## config.mk

```make
export PLATFORM = sky130hd
export DESIGN_NAME = pipe_ctrl_flat
export DESIGN_NICKNAME = d
export VERILOG_FILES = /design/src/rtl/pipe_ctrl_if.sv /design/src/rtl/pipe_ctrl.sv /design/src/flat_wrapper.sv
export SDC_FILE = /design/constraint.sdc
export NUM_CORES = 1
export LEC_CHECK = 0
export ABC_AREA = 1
export CAP_MARGIN = 20
export CORE_UTILIZATION = 48
export DETAILED_ROUTE_END_ITERATION = 16
export GPL_ROUTABILITY_DRIVEN = 0
export PLACE_DENSITY = 0.81
export SYNTH_ARGS = -nofsm -noshare
export SYNTH_HDL_FRONTEND = slang
export SYNTH_SLANG_ARGS = --single-unit
```

## constraint.sdc

```tcl
create_clock -name clock -period 2.2 [get_ports clock]
set_input_delay 0.33 -clock clock [delete_from_list [all_inputs] [get_ports clock]]
set_output_delay 0.33 -clock clock [all_outputs]
set_load 0.01 [all_outputs]
```

## src/rtl/pipe_ctrl_if.sv

```systemverilog
// Signal bundle between the pipeline datapath and its sequencing controller.
// enable is a level permission; start is a one-cycle request taken on the rising edge only while enable is high.
interface pipe_ctrl_if;
    logic        enable;
    logic        start;
    logic [15:0] id_ir;
    logic [15:0] ex_ir;
    logic        jump;
    logic        state;
    logic        stall;
    logic        flush;
    logic        pc_hold;
    logic        halted;
    logic [15:0] cycle_cnt;
    logic [15:0] stall_cnt;
    logic [1:0]  fsm;

    modport master (
        output enable, start, id_ir, ex_ir, jump,
        input  state, stall, flush, pc_hold, halted, cycle_cnt, stall_cnt, fsm
    );

    modport slave (
        input  enable, start, id_ir, ex_ir, jump,
        output state, stall, flush, pc_hold, halted, cycle_cnt, stall_cnt, fsm
    );
endinterface

```

## src/rtl/pipe_ctrl.sv

```systemverilog
// Pipeline sequencing controller: run/pause/halt FSM, load-use stall detection,
// jump flush, HALT drain and saturating bring-up counters.
module pipe_ctrl (
    input logic        clock,
    input logic        reset,
    pipe_ctrl_if.slave bus
);
    localparam logic [4:0] OP_NOP   = 5'b00000;
    localparam logic [4:0] OP_HALT  = 5'b00001;
    localparam logic [4:0] OP_LOAD  = 5'b00010;
    localparam logic [4:0] OP_STORE = 5'b00011;
    localparam logic [4:0] OP_SLL   = 5'b00100;
    localparam logic [4:0] OP_SLA   = 5'b00101;
    localparam logic [4:0] OP_SRL   = 5'b00110;
    localparam logic [4:0] OP_SRA   = 5'b00111;
    localparam logic [4:0] OP_ADD   = 5'b01000;
    localparam logic [4:0] OP_ADDI  = 5'b01001;
    localparam logic [4:0] OP_SUB   = 5'b01010;
    localparam logic [4:0] OP_SUBI  = 5'b01011;
    localparam logic [4:0] OP_CMP   = 5'b01100;
    localparam logic [4:0] OP_AND   = 5'b01101;
    localparam logic [4:0] OP_OR    = 5'b01110;
    localparam logic [4:0] OP_XOR   = 5'b01111;
    localparam logic [4:0] OP_LDIH  = 5'b10000;
    localparam logic [4:0] OP_ADDC  = 5'b10001;
    localparam logic [4:0] OP_SUBC  = 5'b10010;
    localparam logic [4:0] OP_JUMP  = 5'b11000;
    localparam logic [4:0] OP_JMPR  = 5'b11001;
    localparam logic [4:0] OP_BZ    = 5'b11010;
    localparam logic [4:0] OP_BNZ   = 5'b11011;
    localparam logic [4:0] OP_BN    = 5'b11100;
    localparam logic [4:0] OP_BNN   = 5'b11101;
    localparam logic [4:0] OP_BC    = 5'b11110;
    localparam logic [4:0] OP_BNC   = 5'b11111;

    localparam logic EXEC = 1'b1;
    localparam logic IDLE = 1'b0;

    typedef enum logic [1:0] {S_IDLE, S_RUN, S_DRAIN, S_HALTED} fsm_e;

    fsm_e        fsm_q, fsm_d;
    logic [1:0]  drain_q, drain_d;
    logic [15:0] cycle_q, stall_q;
    logic [4:0]  id_op;
    logic [2:0]  dst;
    logic        use_a, use_b, use_c;
    logic        hz, stall, flush, exec_now;
    logic        unused_bits;

    assign id_op       = bus.id_ir[15:11];
    assign dst         = bus.ex_ir[10:8];
    assign unused_bits = ^{bus.ex_ir[7:0], bus.id_ir[7], bus.id_ir[3]};

    // Which source fields of the ID instruction are real register reads.
    always_comb begin
        use_a = 1'b0;
        use_b = 1'b0;
        use_c = 1'b0;
        case (id_op)
            OP_BZ, OP_BNZ, OP_BN, OP_BNN, OP_BC, OP_BNC,
            OP_JMPR, OP_ADDI, OP_SUBI, OP_LDIH: use_a = 1'b1;
            OP_STORE: begin
                use_a = 1'b1;
                use_b = 1'b1;
            end
            OP_LOAD, OP_SLL, OP_SRL, OP_SLA, OP_SRA: use_b = 1'b1;
            OP_ADD, OP_ADDC, OP_SUB, OP_SUBC,
            OP_CMP, OP_AND, OP_OR, OP_XOR: begin
                use_b = 1'b1;
                use_c = 1'b1;
            end
            default: ;
        endcase
    end

    assign hz = (bus.ex_ir[15:11] == OP_LOAD) &&
                ((use_a && (bus.id_ir[10:8] == dst)) ||
                 (use_b && (bus.id_ir[6:4]  == dst)) ||
                 (use_c && (bus.id_ir[2:0]  == dst)));

    always_ff @(posedge clock or negedge reset) begin
        if (!reset) begin
            fsm_q   <= S_IDLE;
            drain_q <= 2'd0;
        end else begin
            fsm_q   <= fsm_d;
            drain_q <= drain_d;
        end
    end

    // A taken jump squashes ID, so a HALT sitting there must not start the drain.
    always_comb begin
        fsm_d   = fsm_q;
        drain_d = drain_q;
        stall   = 1'b0;
        flush   = 1'b0;
        case (fsm_q)
            S_IDLE: begin
                if (bus.start && bus.enable) fsm_d = S_RUN;
            end
            S_RUN: begin
                stall = hz && !bus.jump;
                flush = bus.jump;
                if (!bus.enable) begin
                    fsm_d = S_IDLE;
                end else if ((id_op == OP_HALT) && !bus.jump && !stall) begin
                    fsm_d   = S_DRAIN;
                    drain_d = 2'd3;
                end
            end
            S_DRAIN: begin
                flush   = bus.jump;
                drain_d = drain_q - 2'd1;
                if (drain_q <= 2'd1) fsm_d = S_HALTED;
            end
            S_HALTED: ;
            default: fsm_d = S_IDLE;
        endcase
    end

    assign exec_now = (fsm_q == S_RUN) || (fsm_q == S_DRAIN);

    always_ff @(posedge clock or negedge reset) begin
        if (!reset) begin
            cycle_q <= 16'd0;
            stall_q <= 16'd0;
        end else begin
            if (exec_now && (cycle_q != 16'hFFFF)) cycle_q <= cycle_q + 16'd1;
            if (stall && (stall_q != 16'hFFFF))    stall_q <= stall_q + 16'd1;
        end
    end

    assign bus.state     = exec_now ? EXEC : IDLE;
    assign bus.stall     = stall;
    assign bus.flush     = flush;
    assign bus.pc_hold   = (fsm_q == S_DRAIN);
    assign bus.halted    = (fsm_q == S_HALTED);
    assign bus.cycle_cnt = cycle_q;
    assign bus.stall_cnt = stall_q;
    assign bus.fsm       = fsm_q;
endmodule

```

## src/flat_wrapper.sv

```systemverilog
// flat-port wrapper written by rule: the top's interface ports become plain ports
module pipe_ctrl_flat 
  (clock, reset, bus_enable, bus_start, bus_id_ir, bus_ex_ir, bus_jump, bus_state, bus_stall, bus_flush, bus_pc_hold, bus_halted, bus_cycle_cnt, bus_stall_cnt, bus_fsm);
  pipe_ctrl_if bus_i ();
  input logic clock;
  input logic reset;
  input wire logic [$bits(bus_i.enable)-1:0] bus_enable;
  input wire logic [$bits(bus_i.start)-1:0] bus_start;
  input wire logic [$bits(bus_i.id_ir)-1:0] bus_id_ir;
  input wire logic [$bits(bus_i.ex_ir)-1:0] bus_ex_ir;
  input wire logic [$bits(bus_i.jump)-1:0] bus_jump;
  output wire logic [$bits(bus_i.state)-1:0] bus_state;
  output wire logic [$bits(bus_i.stall)-1:0] bus_stall;
  output wire logic [$bits(bus_i.flush)-1:0] bus_flush;
  output wire logic [$bits(bus_i.pc_hold)-1:0] bus_pc_hold;
  output wire logic [$bits(bus_i.halted)-1:0] bus_halted;
  output wire logic [$bits(bus_i.cycle_cnt)-1:0] bus_cycle_cnt;
  output wire logic [$bits(bus_i.stall_cnt)-1:0] bus_stall_cnt;
  output wire logic [$bits(bus_i.fsm)-1:0] bus_fsm;
  assign bus_i.enable = bus_enable;
  assign bus_i.start = bus_start;
  assign bus_i.id_ir = bus_id_ir;
  assign bus_i.ex_ir = bus_ex_ir;
  assign bus_i.jump = bus_jump;
  assign bus_state = bus_i.state;
  assign bus_stall = bus_i.stall;
  assign bus_flush = bus_i.flush;
  assign bus_pc_hold = bus_i.pc_hold;
  assign bus_halted = bus_i.halted;
  assign bus_cycle_cnt = bus_i.cycle_cnt;
  assign bus_stall_cnt = bus_i.stall_cnt;
  assign bus_fsm = bus_i.fsm;
  pipe_ctrl u_core (.clock(clock), .reset(reset), .bus(bus_i));
endmodule
```

==> results.md <==
- Status: completed
- Clk slew on worst S/H paths: roughly 70 ps
- Yosys cell types: 33
- Finish-stage setup viols: 0
- CP required: between 1500 and 2000 ps
- WL per Instance: 12.1 microns
- FFs w/ async S/R, synth: 1.00
- Die ar.: ~5700 sq um
- Reg power frac: 0.512
- RSZ-0062 raised after global routing: no
- Pwr/cell area: roughly 370 nW/um^2
- Register area: between 900 and 1000 sq um
- IR Drop Worst-Case VDD: about 0.00034 V
- Clock network latency to the later pin of the worst-skew pair: 290 ps
- Hold WC Path Type: primary input to async pin
- Synth top cells by count: nand2_1, inv_1, dfrtp_1
- Design Power: 1.29 mW
- Global-route wire length before repair: around 9.5 mm
- Fmax: 0.483 GHz
- Root Buffer: clkbuf_8
- Leak pwr: about 1.7 nW
- Nets: ~460
- Yosys top cell by area: dfrtp_1
- Cts bufs inserted: 5
- DRT iter0 DRCs: between 100 and 150
- First-pass iteration count of the detailed router: 4
- Die height: about 75 microns
- GR Overflow Total: 0
- Cell with the most instances after synthesis: nand2_1
- Max Cap Viol: 0
- Routed WL: 5.94 mm
- CP Cell Sequence: inv_1 > ha_4 > nand2_1 > inv_1 > clkdlybuf4s50_1
- Post-route insts no fill: just under 500
- Critical Path Slowest Stage Cell: clkdlybuf4s50_1
- Relative slew margins: 0.684
- Warnings, synthesis: 0
- Worst Skew: 5.31 ps
- Most frequent CP cell: inv_1
- IO Count: 76
- Synth Register Bits: 36
- CP delay by family, top: buffers and inverters
- CP arrival: roughly 1700 ps
- Max stage delay on crit path: 520 ps
- CTS tree: done
- WS Path Type: flip-flop to output pin
- Seq/Total Area, Yosys: 0.348
- Layout cells sized above 1: 0.145
- Comb power frac: 0.108
- Synthesis-to-layout area growth: 36.7%
- Multi-input gate area: roughly 1500 sq um
- Total clock sinks: 36
- Clock power share: 0.380
- H-tree depth: 2
- Crit start category: flip-flop
- Final Hold Vio Count: 0
- Core area: 5140 sq um
- Diodes inserted: 0
- CTS Hold Buffers Added: 0
- Smallest hold slack: between 400 and 500 ps
- Final setup TNS: 0 ps
- Worst-margin pin slew: between 400 and 500 ps
- Starting Density: 0.503
- Post-Syn Area: roughly 2600 sq um
- # rows: 26
- # port buffers: 65
- Cell area after layout: ~3500 sq um
- Die X: around 75 microns
- Final core utilization: 0.688
- Initial antenna violation count: 0
- Avg Synthesized Cell Area: just under 8 sq um
- Final Cycle Share: 0.941
- Largest net degree at the start of global routing: 37
- Mapped Cells: ~330
- Post-synth EDFFs: 0
- Syn Nets: 377
- Yosys top cell area share: 0.348
- Switching power share of the total: 0.234
- Crit Path Max Fanout: 6
- Buffers and inverters on the worst path: 3
- Vias in the first global route: around 2.2k
- Setup crit start: u_core.bus.fsm[0]
- Type of destination of the critical path: output pin
- Net Sw Power: between 300 and 400 uW
- Worst-case clock buffer depth: 2
- Period minus WS final: around 2100 ps
- Total GRT Usage: 0.221
- # fillers: between 400 and 500
- Vias per cell: between 4 and 5
- Post-synth top flop: dfrtp_1
- Post-DP Area: 3440 sq um
- Cells after DPL: 482
- Drc violations: 0
- Internal: 989 uW
- Post-CTS Setup Inserts: 0
- Antenna viol nets, final: 0
- Vias: between 2k and 2.5k
- Worst r2r src: u_core.bus.stall_cnt[0]
- PnR worst setup slack: approximately 130 ps
- Detailed placer's ending HPWL: ~4.6 mm
- Synth top area cells: dfrtp_1, nand2_1, inv_1
- Final slew viol count: 0
- Dpl ws: -229 ps
==> worst reg2reg max path, cell delays in order, from the launching register on <==
cell      delay (ps)
dfrtp_1          430
ha_1             280
nand3_1          180
nor2_2            90
nand4_4          130
clkinv_1         280
o21bai_1         210
nand2_1           90
==> flip-flops by register name, indices dropped and copies added (netlist names) <==
register	count
u_core.bus.cycle_cnt	16
u_core.bus.stall_cnt	16
u_core.bus.fsm	2
u_core.drain_q	2
==> final timing paths <==
path | endpoint | slack [ps] | depth (start not counted)
worst max-delay path | bus_flush | 130 | 5
worst min-delay path | u_core.bus.stall_cnt[14] | 450 | 2
worst max register to register | u_core.bus.stall_cnt[4] | 390 | 7
worst min register to register | u_core.bus.cycle_cnt[4] | 510 | 1
max in group asynchronous | u_core.bus.fsm[0] | 1380 | 2
min in group clock | u_core.bus.cycle_cnt[4] | 510 | 1
==> layer usage <==
| metal | GRT usage | up-vias | wire length, microns |
|---|---|---|---|
| li1 | - | 1237 | - |
| met1 | 0.303 | 1117 | 2670 |
| met2 | 0.360 | 82 | 2840 |
| met3 | 0.0397 | 6 | 355 |
| met4 | 0.0617 | 0 | 72 |
| met5 | 0 | - | 0 |
==> cells in the final DEF, fill, tap and decap left out, drive strengths merged, types with 11 or more instances in the layout <==
cell type / count
buf: 15
nor2: 28
clkdlybuf4s50: 59
inv: 55
nor3: 12
xor2: 17
nand2: 85
o21bai: 13
nand3: 32
dfrtp: 36
xnor2: 11
==> power by group through the flow <==
stage / clock network, mW / registers (mW) / logic [mW]
floorplan: 0 / 0.674 / 0.0508
global placement: 0 / 0.674 / 0.141
detailed placement: 0 / 0.674 / 0.144
CTS: 0.503 / 0.661 / 0.142
global route: 0.523 / 0.661 / 0.156
finish: 0.490 / 0.661 / 0.140
==> kinds of logic (layout without fill, tap and decap cells) <==
logic type / Yosys count / count (layout) / share of synthesized area
AO/OA/AOI/OAI: 30 / 30 / 0.0735
AND/OR/NAND/NOR: 174 / 174 / 0.364
flip-flops: 36 / 36 / 0.348
buffers and inverters: 56 / 144 / 0.0812
adder cells (fa/ha/maj): 8 / 8 / 0.0387
XOR/XNOR: 28 / 28 / 0.0948
==> timing repair <==
| action | 4_1_cts | 5_1_grt |
|---|---|---|
| gates resized for setup | 8 | 4 |
| pin swaps | 1 | 1 |
| endpoints found under the setup margin | 1 | 2 |
==> cell type report <==
class	instances	area share
inverter	56	0.0594
sequential	36	0.255
timing repair buffer	80	0.213
tap	70	0.0248
multi-input combinational	240	0.423
clock buffer	8	0.0255
No activity file was read; power rests on OpenSTA's default activity.
